File: src/rtl/ks_chunk_add_seq.sv
// ks_chunk_add_seq: W-bit adder that reuses one N-bit Kogge-Stone slice, one chunk per cycle, LSB first.
// Defining KSA_SEQ_FLAGS_EN adds registered zero/ovf result flags.
module ks_chunk_add_seq #(
  parameter int N = 4,
  parameter int W = 16
) (
  input  logic         clk,
  input  logic         rst_n,
  input  logic         in_valid_i,
  output logic         in_ready_o,
  input  logic [W-1:0] a_i,
  input  logic [W-1:0] b_i,
  input  logic         cin_i,
  output logic         out_valid_o,
  input  logic         out_ready_i,
  output logic [W-1:0] sum_o,
  output logic         cout_o
`ifdef KSA_SEQ_FLAGS_EN
  ,
  output logic         zero_o,
  output logic         ovf_o
`endif
);
  localparam int CHUNKS = W / N;
  localparam int CW     = (CHUNKS > 1) ? $clog2(CHUNKS) : 1;
  localparam int LVL    = $clog2(N);

  localparam logic [1:0] IDLE = 2'd0;
  localparam logic [1:0] RUN  = 2'd1;
  localparam logic [1:0] DONE = 2'd2;

  if (N < 2 || (W % N) != 0) begin : g_bad_cfg
    $error("ks_chunk_add_seq: need N >= 2 and W %% N == 0");
  end

  logic [1:0]    state_q, state_d;
  logic [CW-1:0] idx_q;
  logic          carry_q, cout_q;
  logic [W-1:0]  a_q, b_q, sum_q, sum_d;
  logic          last;

  assign last        = (idx_q == CW'(CHUNKS - 1));
  assign in_ready_o  = (state_q == IDLE);
  assign out_valid_o = (state_q == DONE);
  assign sum_o       = sum_q;
  assign cout_o      = cout_q;

  // Operand chunk selected by the current index
  logic [N-1:0] ca, cb;
  always_comb begin
    ca = '0;
    cb = '0;
    for (int k = 0; k < CHUNKS; k++)
      if (idx_q == CW'(k)) begin
        ca = a_q[k*N +: N];
        cb = b_q[k*N +: N];
      end
  end

  // Carry register is folded into bit 0's generate, so gl[LVL][i] is the carry out of bit i.
  logic [LVL:0][N-1:0] gl, pl;
  assign gl[0] = (ca & cb) | {{(N-1){1'b0}}, (ca[0] ^ cb[0]) & carry_q};
  assign pl[0] = ca ^ cb;

  for (genvar l = 0; l < LVL; l++) begin : g_lvl
    localparam int D = 1 << l;
    for (genvar i = 0; i < N; i++) begin : g_bit
      if (i >= D) begin : g_op
        assign gl[l+1][i] = gl[l][i] | (pl[l][i] & gl[l][i-D]);
        assign pl[l+1][i] = pl[l][i] & pl[l][i-D];
      end else begin : g_pass
        assign gl[l+1][i] = gl[l][i];
        assign pl[l+1][i] = pl[l][i];
      end
    end
  end

  logic [N-1:0] c, s;
  logic         unused_pl;
  assign c         = gl[LVL];
  assign s         = pl[0] ^ {c[N-2:0], carry_q};
  assign unused_pl = ^pl[LVL];

  always_comb begin
    sum_d = sum_q;
    for (int k = 0; k < CHUNKS; k++)
      if (idx_q == CW'(k)) sum_d[k*N +: N] = s;
  end

  always_comb begin
    state_d = state_q;
    case (state_q)
      IDLE:    if (in_valid_i)  state_d = RUN;
      RUN:     if (last)        state_d = DONE;
      DONE:    if (out_ready_i) state_d = IDLE;
      default:                  state_d = IDLE;
    endcase
  end

  always_ff @(posedge clk or negedge rst_n) begin
    if (!rst_n) begin
      state_q <= IDLE;
      idx_q   <= '0;
      carry_q <= 1'b0;
      cout_q  <= 1'b0;
      a_q     <= '0;
      b_q     <= '0;
      sum_q   <= '0;
    end else begin
      state_q <= state_d;
      if (state_q == IDLE && in_valid_i) begin
        a_q     <= a_i;
        b_q     <= b_i;
        carry_q <= cin_i;
        idx_q   <= '0;
      end else if (state_q == RUN) begin
        sum_q   <= sum_d;
        carry_q <= c[N-1];
        if (last) begin
          cout_q <= c[N-1];
          idx_q  <= '0;
        end else begin
          idx_q  <= idx_q + 1'b1;
        end
      end
    end
  end

`ifdef KSA_SEQ_FLAGS_EN
  logic zero_q, ovf_q;
  // Carry into the MSB is c[N-2] of the last chunk
  always_ff @(posedge clk or negedge rst_n) begin
    if (!rst_n) begin
      zero_q <= 1'b0;
      ovf_q  <= 1'b0;
    end else if (state_q == RUN && last) begin
      zero_q <= (sum_d == '0);
      ovf_q  <= c[N-2] ^ c[N-1];
    end
  end
  assign zero_o = zero_q;
  assign ovf_o  = ovf_q;
`endif

endmodule

File: config.mk
export PLATFORM = sky130hd
export DESIGN_NAME = ks_chunk_add_seq
export DESIGN_NICKNAME = d
export VERILOG_FILES = /design/src/rtl/ks_chunk_add_seq.sv
export SDC_FILE = /design/constraint.sdc
export NUM_CORES = 1
export LEC_CHECK = 0
export CORE_MARGIN = 4
export CORE_UTILIZATION = 50
export DETAILED_ROUTE_END_ITERATION = 8
export GPL_ROUTABILITY_DRIVEN = 1
export PLACE_DENSITY = 0.82
export SLEW_MARGIN = 20
export SYNTH_ARGS = -nofsm -noshare
export SYNTH_HDL_FRONTEND = slang
export SYNTH_SLANG_ARGS = --single-unit
File: constraint.sdc
create_clock -name clk -period 3.76 [get_ports clk]
set_input_delay 0.564 -clock clk [delete_from_list [all_inputs] [get_ports clk]]
set_output_delay 0.564 -clock clk [all_outputs]
set_load 0.03 [all_outputs]
After elaboration in Yosys (flattened, before gate mapping)

Cells that the tools add are included.

Bits in registers: 54
Input bits: 37
Output and inout bits: 19
Word-level logic and storage cells: 64

Add/subtract/negate cells: 1
Eq/ne operators: 8
Multiplexer cells: 17
Bitwise operators: 19
Reductions and logical operators: 9

Operator list:

| kind                                                                   | count |
|---|---|
| 4-bit two-way mux                                                      | 8 |
| 3-bit AND reduction                                                    | 5 |
| 2-bit two-way mux                                                      | 6 |
| 1-bit bitwise AND                                                      | 8 |
| 4-bit XOR                                                              | 2 |
| 2-bit equality test (second input constant)                            | 3 |
| 2-bit case mux with 3 select lines                                     | 1 |
| 1-bit bitwise OR                                                       | 5 |
| 4-bit bitwise AND                                                      | 1 |
| 2-bit by 1-bit equality test with 1-bit output (second input constant) | 2 |
| 2-bit logical NOT                                                      | 2 |
| 2-bit != test (second input constant)                                  | 2 |
| 4-bit by 1-bit bitwise OR with 4-bit output                            | 1 |
| 2-bit by 1-bit adder with 2-bit output (second input constant)         | 1 |
| 1-bit two-way mux                                                      | 2 |
| 2-bit by 1-bit != test with 1-bit output (second input constant)       | 1 |
| 2-bit nonzero test                                                     | 1 |
| 1-bit logical AND                                                      | 1 |
| 1-bit inverter                                                         | 1 |
| 1-bit XOR                                                              | 1 |

Depth between registers and ports, before layout

Depth in word-level cells: 14
Gate-level depth with buffers: 13

Worst setup path after synthesis

OpenSTA, ideal clock, no wires.

Path kind: reg-to-reg
Start point: register idx_q[0]
End point: register cout_q (netlist: cout_o)
Arrival time: 2554 ps
Data required time: 3695 ps
Setup slack: 1141 ps
Cell stages (with the launch flop): 14
Buffers on the path: 2
Clock period less this slack: 2619 ps
Cell sequence: dfrtp_1 -> inv_1 -> ha_1 -> clkbuf_1 -> clkbuf_1 -> a21oi_1 -> o21ai_0 -> a22oi_1 -> fa_1 -> fa_1 -> nor2b_1 -> o21ai_0 -> nand2b_1 -> mux2_2

Word-level cells in the longest chain between the ends: 12
Elaborated cells between the ends (all ways): 25
Classes of those cells: eq/ne: 3; mux: 8; bitwise: 12; reduce/logical: 2

Ends and longest elaborated chain:

| what                                        | RTL line | RTL |
|---|---|---|
| from (decl)                                 | 37       | `logic [CW-1:0] idx_q;` |
| from (signal assigned)                      | 123      | `idx_q <= idx_q + 1'b1;` |
| 2-bit logical NOT                           | 54       | `if (idx_q == CW'(k)) begin` |
| 4-bit two-way mux (4 in a row)              | 54       |  |
| 1-bit XOR                                   | 62       | `assign gl[0] = (ca & cb) \| {{(N-1){1'b0}}, (ca[0] ^ cb[0]) & carry_q};` |
| 1-bit bitwise AND                           | 62       |  |
| 4-bit by 1-bit bitwise OR with 4-bit output | 62       |  |
| 1-bit bitwise AND                           | 69       | `assign gl[l+1][i] = gl[l][i] \| (pl[l][i] & gl[l][i-D]);` |
| 1-bit bitwise OR                            | 69       |  |
| 1-bit bitwise AND                           | 69       |  |
| 1-bit bitwise OR                            | 69       |  |
| to (signal assigned)                        | 120      | `cout_q <= c[N-1];` |
| to (decl)                                   | 38       | `logic carry_q, cout_q;` |

Several ways; a longest one is shown, not always the timed one.
A chain may end at the register's enable or synchronous reset.

Worst setup path in the final report

Start point: register idx_q[0]
End point: register sum_q[6] (netlist: sum_o[6])

Word-level cells in the longest chain between the ends: 11
Elaborated cells between the ends (all ways): 21
Classes of those cells: eq/ne: 3; mux: 8; bitwise: 8; reduce/logical: 2

Ends and longest elaborated chain:

| what                                        | RTL line | RTL |
|---|---|---|
| 2-bit logical NOT                           | 54       |  |
| 4-bit two-way mux (4 in a row)              | 54       |  |
| 1-bit XOR                                   | 62       |  |
| 1-bit bitwise AND                           | 62       |  |
| 4-bit by 1-bit bitwise OR with 4-bit output | 62       |  |
| 1-bit bitwise AND                           | 69       |  |
| 1-bit bitwise OR                            | 69       |  |
| 4-bit XOR                                   | 81       | `assign s = pl[0] ^ {c[N-2:0], carry_q};` |
| to (signal assigned)                        | 117      | `sum_q <= sum_d;` |
| to (decl)                                   | 39       | `logic [W-1:0] a_q, b_q, sum_q, sum_d;` |

Several ways; a longest one is shown, not always the timed one.

==> impl_results.md <==
* GR Util All Layers at 0.177
* GPL Wtd Cong at 0.797
* Die height at 78.8 microns
* DR vias/cell at 5.30
* Antenna diode count at 0
* Clock share of power at 0.130
* Top FF cell, synth: dfrtp_1
* Count of cell types in the netlist at 25
* Clock sink count at 54
* Combinational share of power at 0.531
* CP Class: flip-flop to flip-flop
* Largest net degree at the start of global routing at 39
* Max cap viols at 0
* Cts hold-fix bufs at 0
* Total clock buffers created by CTS at 5
* Total I/O pin count at 56
* Sw Ratio at 0.412
* TritonCTS clock tree: built
* Int Pwr at 1800 uW
* Initial DRC Count at 91
* FMAX at 0.361 GHz
* Die area at 6210 sq um
* Crit path required time at 3950 ps
* Seq pwr share at 0.340
* First-pass GRT wire length at 8580 microns
* Number of remaining DRC errors at 0
* Final Hold Viols at 0
* CP max stage cell: ha_1
* Area grow syn2layout at 27.4%
* Setup crit start kind: flip-flop
* Mapped Cells at 223
* Count of final max-slew check failures at 0
* Switching Power at 1260 uW
* Worst clock skew at 6.61 ps
* Post-route minimum period at 2770 ps
* Unrepaired setup endpoints after global routing: false
* Syn_area_per_cell at 11.2 sq um
* Starting Density at 0.524
* Routed WL at 5040 microns
* #FFs+latches synth at 54
* Routed via count at 1819
* IO buf count at 55
* Leakage power at 0.00139 uW
* Cell with the most instances after synthesis: dfrtp_1
* Dominant cell type by area after synthesis: dfrtp_1
* Clk pin slew, worst setup/hold paths at 100 ps
* Layout cell share with drive strength beyond 1 at 0.145
* Net Count, Synth at 269
* Top cells by count, synth: 54 x dfrtp_1, 37 x nand2_1, 30 x o21ai_0
* # resized after CTS at 0
* EDFF count, synth at 0
* Crit. End Element: flip-flop
* Slew of the pin with the lowest slew margin at 595 ps
* Core area at 4790 sq um
* Hold Crit Class: primary input to async pin
* CTS Buffer Depth at 2
* Routed len/inst at 14.7 microns
* Pwr/cell area at 959 nW/um^2
* Setup TNS at 0 ps
* ANT nets after route at 0
* Largest vdd supply drop at 541 uV
* Crit share post-route at 0.738
* Worst path arrival time at 2960 ps
* Congestion Overflow GR at 0
* Max H-tree Level at 2
* # setup viols final at 0
* Area share of the largest cell type after synthesis at 0.539
* Slew headroom at 0.603
* Vias in the first global route at 1780
* Max stage delay on crit path at 510 ps
* # rows at 25
* Synth async-reset ratio at 1.00
* Total Power at 3060 uW
* Sequential cell area fraction in the yosys report at 0.539
* Status: finished clean
* # Post-CTS Setup Buffers at 0
* Critical path fanouts, max at 17
* Final net count at 321
* Cell area after synthesis at 2510 sq um
* Initial antenna violation count at 0
* Clock root buffer: clkbuf_8
* Drt pass-1 iters at 4
* Synth warnings at 0
* CP cell instances: inv_1 > ha_1 > a21oi_1 > o21ai_0 > a22oi_1 > fa_1 > fa_1 > xor2_1 > o21ai_0
* Clock Latency Late Sink at 310 ps
* DP Wirelength at 3770 microns
* Fillers at 383
* Synth top area cells: dfrtp_1 54%, mux2_2 8.5%, mux2_4 6.0%, o21ai_0 6.0%, nand2_1 5.5%
* Die X at 78.8 microns
==> path summary, 6_finish.rpt <==
| kind | start | endpoint | slack, ps | depth (start not counted) |
|---|---|---|---|---|
| worst max-delay path | idx_q[0] | sum_o[6] | 990 | 9 |
| worst min-delay path | rst_n | cout_o | 240 | 1 |
| worst max register to register | idx_q[0] | sum_o[6] | 990 | 9 |
| worst min register to register | sum_o[12] | sum_o[12] | 490 | 2 |
| max in group asynchronous | rst_n | a_q[4] | 2740 | 2 |
| min in group clk | sum_o[12] | sum_o[12] | 490 | 2 |
==> sequential cells by signal, summed over array words and instances (netlist names) <==
| register | cells |
|---|---|
| sum_o | 16 |
| carry_q | 1 |
| state_q | 2 |
| idx_q | 2 |
| a_q | 16 |
| b_q | 16 |
| cout_o | 1 |
==> logic make-up (layout without fill, tap and decap cells) <==
| kind of cell | count (synthesis) | count (layout) | share of synthesized area |
|---|---|---|---|
| simple gates | 51 | 51 | 0.0904 |
| mux | 30 | 30 | 0.149 |
| flops | 54 | 54 | 0.539 |
| buf+inv | 22 | 75 | 0.0429 |
| fa+ha+maj | 9 | 9 | 0.0509 |
| xor+xnor | 2 | 2 | 0.00699 |
| compound gates | 55 | 55 | 0.120 |
==> stage by stage <==
stage	instance area (sq um)	utilization	hold WS, ps	cells	setup slack [ps]
floorplan	2510	-	268	223	1140
global placement	3080	0.643	460	335	1150
detailed placement	3080	0.643	470	335	992
CTS	3190	0.667	258	343	973
global route	3190	0.667	270	343	766
finish	3190	0.667	242	343	987
==> final cells by class <==
class / instances / area (sq um) / area share
Tap cell: 67 / 83.8 / 0.0263
Inverter: 11 / 41.3 / 0.0129
Clock inverter: 3 / 47.5 / 0.0149
Sequential cell: 54 / 1350 / 0.423
Multi-Input combinational cell: 147 / 1050 / 0.328
Timing Repair Buffer: 56 / 553 / 0.173
Clock buffer: 5 / 68.8 / 0.0216
==> layout by cell type, fill, tap and decap left out, types with 3 or more instances in the layout <==
cell type and count:
a21oi_1 17, a22o_1 3, a22oi_1 3, clkbuf_8 5
clkdlybuf4s50_1 54, dfrtp_1 54, ha_1 7, inv_1 11
mux2_2 19, mux2_4 10, nand2_1 37, nand3b_1 5
nor2_1 3, o21ai_0 30
==> power groups by stage <==
stage	Clock (uW)	Sequential (uW)	Combinational, uW
6_report	397	1040	1630
4_1_cts	403	1040	1650
3_5_place_dp	0	1050	1630
2_1_floorplan	0	1150	1020
5_1_grt	432	1080	1810
3_3_place_gp	0	1040	1580
==> worst max-delay path, delay by kind of cell (launching register included) <==
kind                       cells  cell delay (ps)
AOI/OAI and AO/OA              4              410
DFF                            1              440
xor gates and xnor gates       1              280
buffers and inverters          1              110
adders and majority gates      3             1400
==> routing by layer <==
metal  up-vias  global-route usage  wire length, microns
li1        864                   -                     -
met1       889               0.227                  2170
met2        58               0.291                  2470
met3         8              0.0442                   316
met4         0              0.0629                    84
met5         -                   0                     0
(Power assumes the default switching activity.)
